$ cat config.mk
export PLATFORM = sky130hd
export DESIGN_NAME = usb_tx_controller_flat
export DESIGN_NICKNAME = d
export VERILOG_FILES = /design/src/rtl/usb_tx_if.sv /design/src/rtl/usb_tx_controller.sv /design/src/flat_wrapper.sv
export SDC_FILE = /design/constraint.sdc
export NUM_CORES = 1
export LEC_CHECK = 0
export CAP_MARGIN = 20
export CORE_AREA = 2 2 113 115
export CTS_CLUSTER_SIZE = 30
export DETAILED_ROUTE_END_ITERATION = 10
export DIE_AREA = 0 0 115 117
export GPL_TIMING_DRIVEN = 0
export MAX_ROUTING_LAYER = met4
export PLACE_DENSITY = 0.77
export SLEW_MARGIN = 20
export SYNTH_ARGS = -nofsm -noshare
export SYNTH_HDL_FRONTEND = slang
export SYNTH_SLANG_ARGS = --single-unit
$ cat constraint.sdc
create_clock -name clk -period 3.93 [get_ports clk]
set_clock_uncertainty 0.2 [all_clocks]
set_input_delay 0.786 -clock clk [delete_from_list [all_inputs] [get_ports clk]]
set_output_delay 0.786 -clock clk [all_outputs]
set_load 0.01 [all_outputs]
$ cat src/rtl/usb_tx_if.sv
// Byte-push handshake plus FT245 write-side bus signals for usb_tx_controller.
// master = surrounding system/arbiter/device, slave = the transmit controller.
interface usb_tx_if;
  logic [7:0] tx_data;
  logic       tx_valid;
  logic       tx_ready;
  logic       txe_n_raw;
  logic       bus_grant;
  logic       bus_req;
  logic [7:0] data_bus_out;
  logic       data_out_enable;
  logic       wr_n;

  modport master (
    output tx_data, tx_valid, txe_n_raw, bus_grant,
    input  tx_ready, bus_req, data_bus_out, data_out_enable, wr_n
  );

  modport slave (
    input  tx_data, tx_valid, txe_n_raw, bus_grant,
    output tx_ready, bus_req, data_bus_out, data_out_enable, wr_n
  );
endinterface

$ cat src/rtl/usb_tx_controller.sv
// FT245 host-bound transmit path: byte FIFO, TXE# synchronizer, shared-bus request and WR# strobe FSM.
// Optional status frame (0xA5, sw[15:8], sw[7:0]) enabled by defining USB_TX_STATUS_FRAME_EN.
module usb_tx_controller #(
  parameter int FIFO_DEPTH      = 16,
  parameter int SETUP_CYCLES    = 2,
  parameter int PULSE_CYCLES    = 3,
  parameter int RECOVERY_CYCLES = 2
) (
  input  logic                        clk,
  input  logic                        reset,
  usb_tx_if.slave                     bus,
`ifdef USB_TX_STATUS_FRAME_EN
  input  logic                        status_req,
  input  logic [15:0]                 panel_switches,
`endif
  output logic [$clog2(FIFO_DEPTH):0] fifo_count,
  output logic [2:0]                  state_out
);

  localparam int AW = $clog2(FIFO_DEPTH);
  localparam int CW = 16;

  typedef enum logic [2:0] {
    IDLE    = 3'd0,
    REQ     = 3'd1,
    SETUP   = 3'd2,
    STROBE  = 3'd3,
    HOLD    = 3'd4,
    RECOVER = 3'd5
  } state_t;

  state_t        state, state_nx;
  logic [CW-1:0] cnt;
  logic [7:0]    mem [FIFO_DEPTH];
  logic [AW-1:0] rd_ptr, wr_ptr;
  logic [AW:0]   count;
  logic          txe_meta, txe_sync;
  logic [7:0]    dout;
  logic          push, pop, go, strobe_done, have_work, load_byte;
  logic [7:0]    next_byte;

  assign push        = bus.tx_valid && bus.tx_ready;
  assign go          = bus.bus_grant && !txe_sync;
  assign strobe_done = (state == STROBE) && (cnt == CW'(PULSE_CYCLES - 1));

`ifdef USB_TX_STATUS_FRAME_EN
  logic        pend;
  logic        cur_frame;
  logic [15:0] sw;
  logic [1:0]  fidx;

  function automatic logic [7:0] frame_byte(input logic [1:0] idx, input logic [15:0] s);
    case (idx)
      2'd0:    frame_byte = 8'hA5;
      2'd1:    frame_byte = s[15:8];
      default: frame_byte = s[7:0];
    endcase
  endfunction

  // A pending frame takes priority over buffered bytes at every byte-start decision.
  assign have_work = (count != '0) || pend;
  assign next_byte = pend ? frame_byte(fidx, sw) : mem[rd_ptr];
  assign pop       = strobe_done && !cur_frame;

  always_ff @(posedge clk) begin
    if (reset) begin
      pend      <= 1'b0;
      cur_frame <= 1'b0;
      sw        <= '0;
      fidx      <= '0;
    end else begin
      if (status_req && !pend) begin
        pend <= 1'b1;
        sw   <= panel_switches;
      end
      if (load_byte) cur_frame <= pend;
      if (strobe_done && cur_frame) begin
        if (fidx == 2'd2) begin
          fidx <= '0;
          pend <= 1'b0;
        end else begin
          fidx <= fidx + 2'd1;
        end
      end
    end
  end
`else
  assign have_work = (count != '0);
  assign next_byte = mem[rd_ptr];
  assign pop       = strobe_done;
`endif

  always_comb begin
    state_nx  = state;
    load_byte = 1'b0;
    unique case (state)
      IDLE:    if (have_work) state_nx = REQ;
      REQ: begin
        if (go) begin
          state_nx  = SETUP;
          load_byte = 1'b1;
        end
      end
      SETUP:   if (cnt == CW'(SETUP_CYCLES - 1)) state_nx = STROBE;
      STROBE:  if (strobe_done) state_nx = HOLD;
      HOLD:    state_nx = RECOVER;
      RECOVER: begin
        if (cnt == CW'(RECOVERY_CYCLES - 1)) begin
          if (!have_work) begin
            state_nx = IDLE;
          end else if (go) begin
            state_nx  = SETUP;
            load_byte = 1'b1;
          end else begin
            state_nx = REQ;
          end
        end
      end
      default: state_nx = IDLE;
    endcase
  end

  always_ff @(posedge clk) begin
    if (reset) begin
      state    <= IDLE;
      cnt      <= '0;
      rd_ptr   <= '0;
      wr_ptr   <= '0;
      count    <= '0;
      txe_meta <= 1'b1;
      txe_sync <= 1'b1;
      dout     <= 8'h00;
    end else begin
      txe_meta <= bus.txe_n_raw;
      txe_sync <= txe_meta;
      state    <= state_nx;
      cnt      <= (state_nx != state) ? '0 : cnt + 1'b1;
      // Data is latched at byte start so it stays stable through HOLD after the pop.
      if (load_byte) dout <= next_byte;
      if (push) wr_ptr <= wr_ptr + 1'b1;
      if (pop)  rd_ptr <= rd_ptr + 1'b1;
      case ({push, pop})
        2'b10:   count <= count + 1'b1;
        2'b01:   count <= count - 1'b1;
        default: count <= count;
      endcase
    end
  end

  always_ff @(posedge clk) begin
    if (push && !reset) mem[wr_ptr] <= bus.tx_data;
  end

  assign bus.tx_ready        = (count != (AW + 1)'(FIFO_DEPTH));
  assign bus.bus_req         = (state != IDLE);
  assign bus.data_out_enable = (state == SETUP) || (state == STROBE) || (state == HOLD);
  assign bus.wr_n            = (state != STROBE);
  assign bus.data_bus_out    = dout;
  assign fifo_count          = count;
  assign state_out           = state;

endmodule
$ cat src/flat_wrapper.sv
// flat-port wrapper written by rule: the top's interface ports become plain ports
module usb_tx_controller_flat 
#(
  parameter int FIFO_DEPTH      = 16,
  parameter int SETUP_CYCLES    = 2,
  parameter int PULSE_CYCLES    = 3,
  parameter int RECOVERY_CYCLES = 2
)
  (clk, reset, fifo_count, state_out, bus_tx_data, bus_tx_valid, bus_txe_n_raw, bus_bus_grant, bus_tx_ready, bus_bus_req, bus_data_bus_out, bus_data_out_enable, bus_wr_n);
  usb_tx_if bus_i ();
  input  logic clk;
  input  logic reset;
  output logic [$clog2(FIFO_DEPTH):0] fifo_count;
  output logic [2:0] state_out;
  input wire logic [$bits(bus_i.tx_data)-1:0] bus_tx_data;
  input wire logic [$bits(bus_i.tx_valid)-1:0] bus_tx_valid;
  input wire logic [$bits(bus_i.txe_n_raw)-1:0] bus_txe_n_raw;
  input wire logic [$bits(bus_i.bus_grant)-1:0] bus_bus_grant;
  output wire logic [$bits(bus_i.tx_ready)-1:0] bus_tx_ready;
  output wire logic [$bits(bus_i.bus_req)-1:0] bus_bus_req;
  output wire logic [$bits(bus_i.data_bus_out)-1:0] bus_data_bus_out;
  output wire logic [$bits(bus_i.data_out_enable)-1:0] bus_data_out_enable;
  output wire logic [$bits(bus_i.wr_n)-1:0] bus_wr_n;
  assign bus_i.tx_data = bus_tx_data;
  assign bus_i.tx_valid = bus_tx_valid;
  assign bus_i.txe_n_raw = bus_txe_n_raw;
  assign bus_i.bus_grant = bus_bus_grant;
  assign bus_tx_ready = bus_i.tx_ready;
  assign bus_bus_req = bus_i.bus_req;
  assign bus_data_bus_out = bus_i.data_bus_out;
  assign bus_data_out_enable = bus_i.data_out_enable;
  assign bus_wr_n = bus_i.wr_n;
  usb_tx_controller #(.FIFO_DEPTH(FIFO_DEPTH), .SETUP_CYCLES(SETUP_CYCLES), .PULSE_CYCLES(PULSE_CYCLES), .RECOVERY_CYCLES(RECOVERY_CYCLES)) u_core (.clk(clk), .reset(reset), .bus(bus_i), .fifo_count(fifo_count), .state_out(state_out));
endmodule
==> impl_metrics.env, run 1 <==
export IMPL_rrSetupSlack_ns=0.64
export IMPL_placed_area_sq_um=7590
export IMPL_fp_row_count=41
export IMPL_cts_path_max_buffers=2
export IMPL_io_buffers=32
export IMPL_synthArstFlopShare_pct=0
export IMPL_antenna_left=0
export IMPL_fin_util_pct=66.3
export IMPL_synth_edf_count=128
export IMPL_syn_nets=483
export IMPL_finalNetCount=534
export IMPL_slew_headroom_pct=38.2
export IMPL_power_leakage_nw=2.67
export IMPL_syn_to_final_growth_pct=15.2
export IMPL_tns_ns=0
export IMPL_maxCapViolations=0
export IMPL_worst_setup_path_type="input pin to flop"
export IMPL_grt_antenna_before_repair=0
export IMPL_cts_resized=0
export IMPL_reg2regPathDepth=12
export IMPL_htree_num_levels=4
export IMPL_drc=0
export IMPL_clk_pin_slew_ns=0.06
export IMPL_powerDensity_nw_per_um2=457
export IMPL_finalHoldViolations=0
export IMPL_worst_path_most_repeated_cell="a21oi_1"
export IMPL_wl_per_cell_um=19.1
export IMPL_critPathMaxStageDelay_ns=0.57
export IMPL_cts_setup_buffers=0
export IMPL_fin_crit_sh_pct=87.6
export IMPL_synth_cells=457
export IMPL_gp_congestion=0.883
export IMPL_hp_start="u_core.txe_meta"
export IMPL_design_area_sq_um=8160
export IMPL_worstHoldEndpoint="u_core.txe_sync"
export IMPL_yosysUniqueCellTypes=52
export IMPL_ctsHoldBuffers=0
export IMPL_critPathSlowestCell="a21boi_1"
export IMPL_grt_pass1_vias=3952
export IMPL_layout_min_cycle_time_ns=3.44
export IMPL_yosysTopAreaCellShare_pct=54.3
export IMPL_floorplan_initialDensity_pct=57.5
export IMPL_synth_commonest_cells="edfxtp_1, nor2_1, dfxtp_1, nand2_1, mux4_2"
export IMPL_cp_num_buf_inv=2
export IMPL_synth_area_top_cells="edfxtp_1, dfxtp_1, mux4_2, nor2_1, ha_1"
export IMPL_grt_max_degree=17
export IMPL_dpl_hpwl_um=8550
export IMPL_multi_input_area_sq_um=2230
export IMPL_dp_cells=639
export IMPL_startpoint_type="input pin"
export IMPL_irDropWorstVdd_mv=0.415
export IMPL_grt_overflow=0
export IMPL_die_h_um=117
export IMPL_grt_pass1_wl_um=20600
export IMPL_setup_viol=0
export IMPL_die_area_sq_um=13500
export IMPL_regArea_sq_um=4680
export IMPL_holdCritPathClass="flop to flop"
export IMPL_rsz0062_at_grt="false"
export IMPL_worstPathCellList="clkdlybuf4s50_1 > a21boi_1 > inv_1 > ha_1 > fa_1 > a21o_1 > a21oi_1 > xor2_1 > or3_1 > a21oi_1"
export IMPL_worstMarginPinSlew_ns=0.923
export IMPL_firstDrtPassIters=5
export IMPL_avgSynthCellArea_sq_um=15.5
export IMPL_cts_buffers=17
export IMPL_yosysTopAreaCell="edfxtp_1"
export IMPL_status="finished, final reports clean"
export IMPL_crit_family="compound AO/OA/AOI/OAI gates"
export IMPL_wirelength_um=12800
export IMPL_first_iter_violations=397
export IMPL_timing_rr_end="u_core.fifo_count[4]"
export IMPL_cts_sinks=170
export IMPL_slew_viol_final=0
export IMPL_netlist_area_sq_um=7080
export IMPL_drive_gt1_share_pct=19.4
export IMPL_grt_total_usage_pct=21.5
export IMPL_via_count=3904
export IMPL_post_drt_via_cell_ratio=5.82
export IMPL_cts_root_buf="clkbuf_16"
export IMPL_r2r_start="u_core.cnt[3]"
export IMPL_yosysMostFrequentCell="edfxtp_1"
export IMPL_synth_seq_cells=170
export IMPL_yosysWarnings=0
export IMPL_fmax_ghz=0.290
export IMPL_place_ws_ns=0.140
export IMPL_io_pins=33
export IMPL_die_w_um=115
export IMPL_critPathCaptureType="flop"
export IMPL_worstPathArrival_ns=3.60
export IMPL_worst_ep_required_time_ns=4.08
export IMPL_cp_max_fo=9
export IMPL_nFillCells=854
export IMPL_diodes=0
export IMPL_clock_latency_ns=0.43
export IMPL_yosysSeqAreaShare_pct=66.1
export IMPL_fp_coreArea_sq_um=12300
export IMPL_hold_depth=1
export IMPL_final_cells=671
export IMPL_cts_tree="done"
export IMPL_setup_slack_ns=0.487
export IMPL_synth_ff_type="edfxtp_1"
-- metal layers --
metal	share of wire, %	track usage (%)	up-vias
met5	0	-	-
met4	1.3	7.79	0
met3	5.4	4.53	14
met2	52	35.4	130
met1	42	26.8	1928
li1	-	-	1832
-- worst register-to-register path: stages, from the launching register on --
cell     delay (ns)
dfxtp_1        0.35
nor4_2         0.43
and4_1         0.27
buf_6          0.12
nand4_2        0.19
inv_1          0.14
ha_1           0.31
ha_1           0.32
a21o_1         0.17
a21oi_1        0.16
xor2_1         0.10
or3_1          0.32
a21oi_1        0.14
-- registers in the layout, summed over array words and instances (netlist names) --
register / flops
u_core.cnt: 16
u_core.txe_meta: 1
u_core.rd_ptr: 4
u_core.mem: 128
u_core.wr_ptr: 4
u_core.state_out: 3
u_core.txe_sync: 1
u_core.fifo_count: 5
u_core.bus.data_bus_out: 8
-- cell usage in the layout, fill, tap and decap left out, types with 5 or more instances in the layout --
master / instances
a21oi_1: 16
a22oi_1: 16
buf_6: 5
clkbuf_1: 9
clkbuf_16: 17
clkdlybuf4s50_1: 32
dfxtp_1: 42
edfxtp_1: 128
ha_1: 12
inv_1: 8
mux4_2: 32
nand2_1: 35
nand3_1: 11
nor2_1: 44
nor2_2: 10
or3_1: 6
xnor2_1: 8
xor2_1: 15
-- where the power goes --
| part | internal [mW] | total (mW) | switching [mW] |
|---|---|---|---|
| Sequential | 1.95 | 1.97 | 0.0207 |
| Clock | 0.885 | 1.59 | 0.702 |
| Combinational | 0.0769 | 0.173 | 0.0959 |
| Total | 2.91 | 3.73 | 0.818 |
-- logic make-up after synthesis --
family          share of synthesized area, %
buf+inv                                 2.37
mux                                     10.6
simple gates                            10.5
compound gates                          5.16
fa+ha+maj                               2.40
xor+xnor                                2.84
flops                                   66.1
-- worst max-delay path by stage --
stage	startpoint	endpoint	slack, ns	depth (start not counted)
2_1_floorplan	bus_tx_valid	u_core.fifo_count[4]	0.86	9
3_3_place_gp	bus_tx_valid	u_core.fifo_count[4]	0.19	10
3_5_place_dp	bus_tx_valid	u_core.fifo_count[4]	0.14	10
4_1_cts	bus_tx_valid	u_core.fifo_count[4]	0.51	10
5_1_grt	bus_tx_valid	u_core.fifo_count[4]	0.32	10
6_report	bus_tx_valid	u_core.fifo_count[4]	0.49	10
-- metrics by stage --
step | hold slack [ns] | total power [mW]
finish | 0.220 | 3.73
global placement | 0.204 | 2.17
detailed placement | 0.213 | 2.18
global route | 0.237 | 3.84
CTS | 0.227 | 3.75
floorplan | 0.189 | 2.11
-- layout make-up --
type	count	area share [%]
sequential	170	57.4
multi-input combinational	258	27.3
clock buffer	17	5.21
timing repair buffer	32	3.93
tap	150	2.30
clock inverter	15	1.73
buffer	21	1.69
inverter	8	0.368
(Power assumes the default switching activity.)
==> run 2, diff against run 1 <==
Settings changed: CELL_PAD_IN_SITES_DETAIL_PLACEMENT set to 0, CELL_PAD_IN_SITES_GLOBAL_PLACEMENT set to 1, CORE_AREA 2 2 113 115 to 2 2 119 121, CTS_BUF_LIST set to sky130_fd_sc_hd__clkbuf_4 sky130_fd_sc_hd__clkbuf_8, DIE_AREA 0 0 115 117 to 0 0 121 123, PLACE_DENSITY 0.77 to unset, PLACE_DENSITY_LB_ADDON set to 0.1.
==> run 2 against run 1 <==
Fmax up 3.2%. Setup slack better by 0.11 ns. Critical path type unchanged. Final cell count up 4.3%. Largest power group unchanged. Die area up 11%. Via count down 2.0%. Largest cell class unchanged. Flip-flop and latch count unchanged. Non-clock buffer count unchanged. Critical endpoint unchanged.
==> impl_metrics.env, run 2 (synthesized netlist as in run 1, its figures left out) <==
export IMPL_layout_min_cycle_time_ns=3.34
export IMPL_seq_power_share_pct=59.1
export IMPL_largest_reg_flops=128
export IMPL_tns_ns=0
export IMPL_antenna_left=0
export IMPL_design_area_sq_um=8010
export IMPL_floorplan_initialDensity_pct=52.0
export IMPL_p_int_mw=2.59
export IMPL_die_area_sq_um=14900
export IMPL_final_common_cell="edfxtp_1"
export IMPL_fin_crit_sh_pct=84.9
export IMPL_setup_worst_path_end="u_core.fifo_count[4]"
export IMPL_finalHoldViolations=0
export IMPL_io_pins=33
export IMPL_die_h_um=123
export IMPL_fin_util_pct=58.8
export IMPL_rrSetupSlack_ns=0.70
export IMPL_slew_headroom_pct=31.5
export IMPL_cts_tree="done"
export IMPL_clk_pin_slew_ns=0.09
export IMPL_firstDrtPassIters=4
export IMPL_grt_total_usage_pct=20.4
export IMPL_dpl_hpwl_um=9110
export IMPL_regMostFlops="u_core.mem"
export IMPL_cts_sinks=170
export IMPL_post_drt_via_cell_ratio=5.47
export IMPL_place_ws_ns=0.135
export IMPL_slew_viol_final=0
export IMPL_syn_to_final_growth_pct=13.1
export IMPL_ctsHoldBuffers=0
export IMPL_irDropWorstVdd_mv=0.287
export IMPL_cts_path_max_buffers=2
export IMPL_cts_buffers=17
export IMPL_grt_overflow=0
export IMPL_final_cell_mix="edfxtp_1, nor2_1, dfxtp_1, nand2_1"
export IMPL_via_count=3826
export IMPL_gp_congestion=0.822
export IMPL_grt_max_degree=17
export IMPL_worstMarginPinSlew_ns=1.02
export IMPL_cts_resized=0
export IMPL_worstPathCellList="clkdlybuf4s50_1 > a21boi_1 > inv_1 > ha_1 > fa_1 > a21o_1 > a21oi_1 > xor2_1 > or3_1 > a21oi_1"
export IMPL_first_iter_violations=257
export IMPL_worst_ep_required_time_ns=4.11
export IMPL_setup_viol=0
export IMPL_grt_busiest_layer="met2"
export IMPL_cp_max_fo=9
export IMPL_grt_pass1_wl_um=21000
export IMPL_maxCapViolations=0
export IMPL_fp_coreArea_sq_um=13600
export IMPL_timing_rr_end="u_core.fifo_count[4]"
export IMPL_worst_setup_path_type="input pin to flop"
export IMPL_placed_area_sq_um=7630
export IMPL_critPathSlowestCell="a21boi_1"
export IMPL_pwr_share_comb_pct=5.3
export IMPL_cts_setup_buffers=0
export IMPL_drive_gt1_share_pct=19.4
export IMPL_grtUsageMet1_pct=24.6
export IMPL_powerDensity_nw_per_um2=416
export IMPL_die_w_um=121
export IMPL_switchingPower_uw=742
export IMPL_p_sw_share_pct=22.3
export IMPL_hold_depth=1
export IMPL_clock_latency_ns=0.45
export IMPL_critPathMaxStageDelay_ns=0.56
export IMPL_finalNetCount=534
export IMPL_holdCritPathClass="flop to flop"
export IMPL_totalPowerFinal_mw=3.33
export IMPL_drc=0
export IMPL_critPathCaptureType="flop"
export IMPL_status="finished, final reports clean"
export IMPL_grt_pass1_vias=3917
export IMPL_startpoint_type="input pin"
export IMPL_worst_path_most_repeated_cell="a21oi_1"
export IMPL_wl_per_cell_um=19.0
export IMPL_io_buffers=32
export IMPL_cts_root_buf="clkbuf_8"
export IMPL_power_leakage_nw=2.57
export IMPL_grt_antenna_before_repair=0
export IMPL_r2r_start="u_core.cnt[3]"
export IMPL_crit_start="bus_tx_valid"
export IMPL_setup_slack_ns=0.593
export IMPL_worstPathArrival_ns=3.52
export IMPL_reg2regPathDepth=12
export IMPL_rsz0062_at_grt="false"
export IMPL_diodes=0
export IMPL_met3_usage_pct=5.03
export IMPL_pwr_share_clk_pct=35.6
export IMPL_fp_row_count=43
export IMPL_htree_num_levels=4
export IMPL_wirelength_um=13300
export IMPL_fmax_ghz=0.300
export IMPL_grtUsageMet2_pct=33.0
==> run 2: cell types whose count changed in the layout (fill, tap and decap cells not counted), sizes merged <==
cell,before,now
clkinv,7,3
clkinvlp,1,5
inv,14,12
bufinv,1,2
==> run 2: final cells by class <==
cell class                      instances  area (sq um)
Fill cell                            1066          5600
Clock inverter                         14           146
Timing Repair Buffer                   32           320
Inverter                                8          30.0
Multi-Input combinational cell        258          2230
Sequential cell                       170          4680
Tap cell                              180           225
Buffer                                 21           138
Clock buffer                           17           234
==> run 2: power by group through the flow <==
stage          Sequential, mW  Combinational, mW  Clock (mW)
2_1_floorplan            2.01              0.104           0
3_3_place_gp             2.01              0.172           0
3_5_place_dp             2.01              0.177           0
4_1_cts                  1.97              0.178        1.21
5_1_grt                  1.97              0.195        1.29
6_report                 1.97              0.175        1.19
==> run 2: worst min path at each step <==
stage / start / endpoint
global route: u_core.txe_meta / u_core.txe_sync
CTS: u_core.txe_meta / u_core.txe_sync
detailed placement: u_core.txe_meta / u_core.txe_sync
global placement: u_core.txe_meta / u_core.txe_sync
finish: u_core.txe_meta / u_core.txe_sync
floorplan: u_core.txe_meta / u_core.txe_sync
==> run 2: worst max-delay path: cells and delay by family <==
family | cells | cell delay [ns]
XOR/XNOR | 1 | 0.09
AND/OR/NAND/NOR | 1 | 0.31
AO/OA/AOI/OAI | 4 | 1.05
adder cells (fa/ha/maj) | 2 | 0.72
buffers and inverters | 2 | 0.55
==> run 2: stage by stage <==
stage	hold WS [ns]	instances
final	0.222	700
after global routing	0.230	700
after CTS	0.228	700
after detailed placement	0.203	669
after global placement	0.206	669
after floorplan	0.189	457
==> run 2: layer usage <==
| metal | wire length, um | vias to the layer above |
|---|---|---|
| met5 | 0 | - |
| met4 | 244 | 0 |
| met3 | 641 | 16 |
| met2 | 6890 | 92 |
| met1 | 5500 | 1887 |
| li1 | - | 1831 |
==> run 3, diff against run 2 <==
Clock period 3.93 ns to 3.2 ns, I/O delays scaled along.
==> run 3 against run 2 <==
Power increased by 23%. Setup slack got worse by 0.41 ns. Critical endpoint unchanged. Largest cell class unchanged. Largest power group unchanged. Highest routed layer unchanged. Global-route usage unchanged.
==> impl_metrics.env, run 3 (synthesized netlist as in run 1, its figures left out) <==
export IMPL_grt_pass1_wl_um=21000
export IMPL_startpoint_type="flop"
export IMPL_grt_antenna_before_repair=0
export IMPL_worstPathArrival_ns=3.20
export IMPL_fp_coreArea_sq_um=13600
export IMPL_finalNetCount=534
export IMPL_reg2regPathDepth=13
export IMPL_cp_max_fo=7
export IMPL_final_common_cell="edfxtp_1"
export IMPL_drive_gt1_share_pct=20.0
export IMPL_wl_per_cell_um=19.1
export IMPL_slew_headroom_pct=30.2
export IMPL_nFillCells=1065
export IMPL_grt_busiest_layer="met2"
export IMPL_cts_setup_buffers=0
export IMPL_critPathCaptureType="flop"
export IMPL_tns_ns=0
export IMPL_diodes=0
export IMPL_grtUsageMet2_pct=33.0
export IMPL_layout_min_cycle_time_ns=3.01
export IMPL_syn_to_final_growth_pct=13.5
export IMPL_die_w_um=121
export IMPL_placed_area_sq_um=7630
export IMPL_largest_reg_flops=128
export IMPL_setup_slack_ns=0.186
export IMPL_post_drt_via_cell_ratio=5.49
export IMPL_grt_pass1_vias=3917
export IMPL_slew_viol_final=0
export IMPL_grt_overflow=0
export IMPL_cts_path_max_buffers=2
export IMPL_status="finished, final reports clean"
export IMPL_dpl_hpwl_um=9110
export IMPL_firstDrtPassIters=5
export IMPL_final_cell_mix="edfxtp_1, nor2_1, dfxtp_1, nand2_1"
export IMPL_cts_root_buf="clkbuf_8"
export IMPL_setup_viol=0
export IMPL_io_buffers=32
export IMPL_antenna_left=0
export IMPL_clk_pin_slew_ns=0.09
export IMPL_die_h_um=123
export IMPL_powerDensity_nw_per_um2=509
export IMPL_holdCritPathClass="flop to flop"
export IMPL_io_pins=33
export IMPL_fin_crit_sh_pct=94.2
export IMPL_totalPowerFinal_mw=4.09
export IMPL_worst_ep_required_time_ns=3.39
export IMPL_met3_usage_pct=5.03
export IMPL_cts_tree="done"
export IMPL_fp_row_count=43
export IMPL_htree_num_levels=4
export IMPL_irDropWorstVdd_mv=0.354
export IMPL_worst_setup_path_type="flop to flop"
export IMPL_finalHoldViolations=0
export IMPL_die_area_sq_um=14900
export IMPL_cts_buffers=17
export IMPL_floorplan_initialDensity_pct=52.0
export IMPL_fmax_ghz=0.332
export IMPL_hold_depth=1
export IMPL_design_area_sq_um=8040
export IMPL_grtUsageMet1_pct=24.6
export IMPL_power_leakage_nw=2.59
export IMPL_place_ws_ns=-0.449
export IMPL_clock_latency_ns=0.45
export IMPL_grt_max_degree=17
export IMPL_drc=0
export IMPL_cts_sinks=170
export IMPL_regMostFlops="u_core.mem"
export IMPL_wirelength_um=13400
export IMPL_first_iter_violations=295
export IMPL_worstMarginPinSlew_ns=1.04
export IMPL_gp_congestion=0.822
export IMPL_via_count=3846
export IMPL_maxCapViolations=0
export IMPL_worst_hold_slack_ns=0.222
export IMPL_rsz0062_at_grt="false"
export IMPL_grt_total_usage_pct=20.4
==> run 3: where the power goes <==
group | total, mW | switching, mW | internal, mW
Combinational | 0.218 | 0.122 | 0.0955
Clock | 1.46 | 0.769 | 0.691
Sequential | 2.42 | 0.0260 | 2.39
==> run 3: path summary, 6_finish.rpt <==
kind / endpoint / slack [ns] / startpoint
worst max register to register: u_core.fifo_count[4] / 0.19 / u_core.cnt[8]
worst min-delay path: u_core.txe_sync / 0.22 / u_core.txe_meta
worst min register to register: u_core.txe_sync / 0.22 / u_core.txe_meta
worst max-delay path: u_core.fifo_count[4] / 0.19 / u_core.cnt[8]
==> run 3: routing by layer <==
metal | vias up | wire length, um | share of wire (%)
met4 | 0 | 253 | 1.9
li1 | 1834 | - | -
met5 | - | 0 | 0
met3 | 16 | 594 | 4.4
met1 | 1903 | 5610 | 42
met2 | 93 | 6920 | 52
==> run 3: final cells by class <==
class	count	area (sq um)	share of cell area, %
plain buffers	21	138	1.71
inverters	8	30.0	0.373
clock inverters	14	146	1.82
multi-input cells	258	2260	28.2
repair buffers	32	320	3.98
flip-flops and latches	170	4680	58.2
well taps	180	225	2.80
clock buffers	17	234	2.91
==> run 3: timing repair <==
action	4_1_cts	5_1_grt
endpoints found under the hold margin	0	0
setup endpoints to repair	1	1
pin swaps	0	2
cloned	0	0
resized for setup	2	4
hold buffers	0	0
==> run 3: critical path, cell delays in order (launching register included) <==
cell     delay [ns]
dfxtp_1        0.31
buf_6          0.13
nor4_4         0.30
and4_1         0.27
buf_6          0.14
nand4_4        0.16
inv_2          0.13
ha_4           0.18
ha_1           0.27
a21o_1         0.17
a21oi_1        0.16
xor2_1         0.09
or3_1          0.31
a21oi_1        0.13
==> run 3: through the flow <==
stage | cells | utilization [%]
4_1_cts | 700 | 58.9
3_3_place_gp | 669 | 56.0
2_1_floorplan | 457 | -
5_1_grt | 700 | 59.1
3_5_place_dp | 669 | 56.0
6_report | 700 | 59.1
==> edit (flow settings as in run 1) <==
`FIFO_DEPTH` is set to 16 in 2 places; all go to 8.
--- a/src/rtl/usb_tx_controller.sv
+++ b/src/rtl/usb_tx_controller.sv
@@ -1,7 +1,7 @@
 // FT245 host-bound transmit path: byte FIFO, TXE# synchronizer, shared-bus request and WR# strobe FSM.
 // Optional status frame (0xA5, sw[15:8], sw[7:0]) enabled by defining USB_TX_STATUS_FRAME_EN.
 module usb_tx_controller #(
-  parameter int FIFO_DEPTH      = 16,
+  parameter int FIFO_DEPTH      = 8,
   parameter int SETUP_CYCLES    = 2,
   parameter int PULSE_CYCLES    = 3,
   parameter int RECOVERY_CYCLES = 2
--- a/src/flat_wrapper.sv
+++ b/src/flat_wrapper.sv
@@ -1,7 +1,7 @@
 // flat-port wrapper written by rule: the top's interface ports become plain ports
 module usb_tx_controller_flat 
 #(
-  parameter int FIFO_DEPTH      = 16,
+  parameter int FIFO_DEPTH      = 8,
   parameter int SETUP_CYCLES    = 2,
   parameter int PULSE_CYCLES    = 3,
   parameter int RECOVERY_CYCLES = 2
Ports: changed (resized fifo_count); port bits go from 33 to 32. No check against the original RTL was run, so the function may have changed too.
==> edit against run 1 <==
Register-to-register slack gained 160 ps; setup slack gained 320 ps; sequential cell count shrank 67; sequential share of layout area shrank 3.8 points; synthesized area shrank 40%; design area shrank 38%; global-route usage shrank 8.8 points; utilization shrank 25 points; routed wire length shrank 40%; power shrank 41%; via count shrank 36%; critical endpoint is now u_core.fifo_count[3]; largest power group unchanged.
==> edit: results (changes against run 1) <==
SYNTH-SEQ-AREA-SHARE=0.6366  # was 0.6614
POSTCTSSETUPREPAIRBUFS=0  # unchanged
GRT_PASS1_VIAS=2500  # was 3952
GRT.TOTAL_USAGE=0.1269  # was 0.2153
NUMBER_OF_SYNTHESIZED_FLOPS_WITH_AN_ENABLE_PIN=64  # was 128
NUMBER_OF_CLOCK_BUFFERS_INSERTED_BY_TRITONCTS=9  # was 17
WORSTPATHMAXFANOUT=5  # was 9
DR.PASS1.ITERS=6  # was 5
GLOBALPLACE.CONGESTION=0.7831  # was 0.8828
SYNTHESIS.AREA_PER_INSTANCE_UM2=13.69  # was 15.50 um2
LARGEST_REGISTER_FF_COUNT=64  # was 128
WORST_PATH_LARGEST_CELL_DELAY_PS=430  # was 570 ps
LAYOUT-DRIVE-GT1-SHARE=0.1264  # was 0.1939
CTS.HTREE.LEVELS=3  # was 4
SYN-NUM-NETS=332  # was 483
PLACEDCELLCOUNT=490  # was 639
TOTAL_LEAKAGE_POWER_uW=0.001662  # was 0.002674 uW
CRITICAL-PATH-SLOWEST-CELL='nor4_1'  # was a21boi_1
BUFFER_PORTS.INSERTED=30  # was 32
YOSYS-TOP-CELLS-AREA='edfxtp_1, dfxtp_1, mux4_2'  # unchanged
DETAILEDPLACE.WORSTSLACK_PS=520.5  # was 139.8 ps
TIMING.CRITICAL_PATH.ARRIVAL_PS=3210  # was 3600 ps
PEAKVDDDROP_mV=0.2804  # was 0.4153 mV
GRT_MAX_DEGREE=21  # was 17
POST_LAYOUT_NONFILLER_INSTANCES=506  # was 671
POST_DRT_VIA_CELL_RATIO=4.951  # was 5.818
FINAL_NETS=373  # was 534
PLACE_HPWL_UM=5486  # was 8555 um
WORST_SKEW_PAIR.LATE_LATENCY_PS=340  # was 430 ps
SLEW-LIMIT-HEADROOM=0.4397  # was 0.3824
ITER_0_DRT_VIOLATIONS=183  # was 397
SYNTH.CELLS.MOST_FREQUENT='edfxtp_1, nor2_1, dfxtp_1'  # unchanged
GRT_PASS1_WL_UM=12560  # was 20560 um
CLKTRANSATPATHREGS_PS=80  # was 60 ps
TOTALWIRELENGTH_UM=7651  # was 12820 um
P_SWITCHING_uW=520.6  # was 818.4 uW
YS_TYPES=36  # was 52
OUTCOME='complete, no violations'  # unchanged
NFILLCELLS=1100  # was 854
PLACEMENT.CELL_AREA_UM2=4738  # was 7591 um2
edit: kinds of logic (layout without fill, tap and decap cells):
family,after synthesis,after routing,share of synthesized area
adders and majority gates,9,9,0.02829
AOI/OAI and AO/OA,29,29,0.04716
DFF,103,103,0.6366
buffers and inverters,22,68,0.02417
and+or+nand+nor,101,101,0.1143
xor gates and xnor gates,21,21,0.04333
muxes,25,25,0.1061
edit: cell type report:
type	instances	area [um2]	area share
clock inverters	7	68.82	0.01366
plain buffers	15	76.32	0.01515
repair buffers	30	300.3	0.05961
well taps	150	187.7	0.03726
multi-input cells	185	1450	0.2879
flip-flops and latches	103	2703	0.5365
clock buffers	9	225.2	0.04471
inverters	7	26.28	0.005216
edit: worst paths after layout:
path	start	endpoint	slack (ps)	depth (start not counted)
setup reg to reg	u_core.cnt[13]	u_core.fifo_count[3]	800	10
hold reg to reg	u_core.txe_meta	u_core.txe_sync	220	1
setup / recovery	u_core.cnt[13]	u_core.fifo_count[3]	800	10
hold / removal	u_core.txe_meta	u_core.txe_sync	220	1
edit: power groups by stage:
stage | sequential, uW | clock (uW) | combinational [uW]
after detailed placement | 1210 | 0 | 139
after floorplan | 1210 | 0 | 80.5
after CTS | 1190 | 892 | 140
final | 1190 | 878 | 138
after global routing | 1190 | 942 | 154
after global placement | 1210 | 0 | 133
edit: critical path, delay by kind of cell (launching register included):
family / cells / cell delay [ps]
AOI/OAI and AO/OA: 3 / 500
DFF: 1 / 350
and+or+nand+nor: 4 / 1420
xor gates and xnor gates: 1 / 90
adders and majority gates: 2 / 520
edit: routing by layer:
layer	up-vias	wire length, um	track usage
met1	1231	3506	0.1484
met5	-	0	-
li1	1224	-	-
met3	10	259	0.03399
met2	40	3789	0.2133
met4	0	96	0.04337
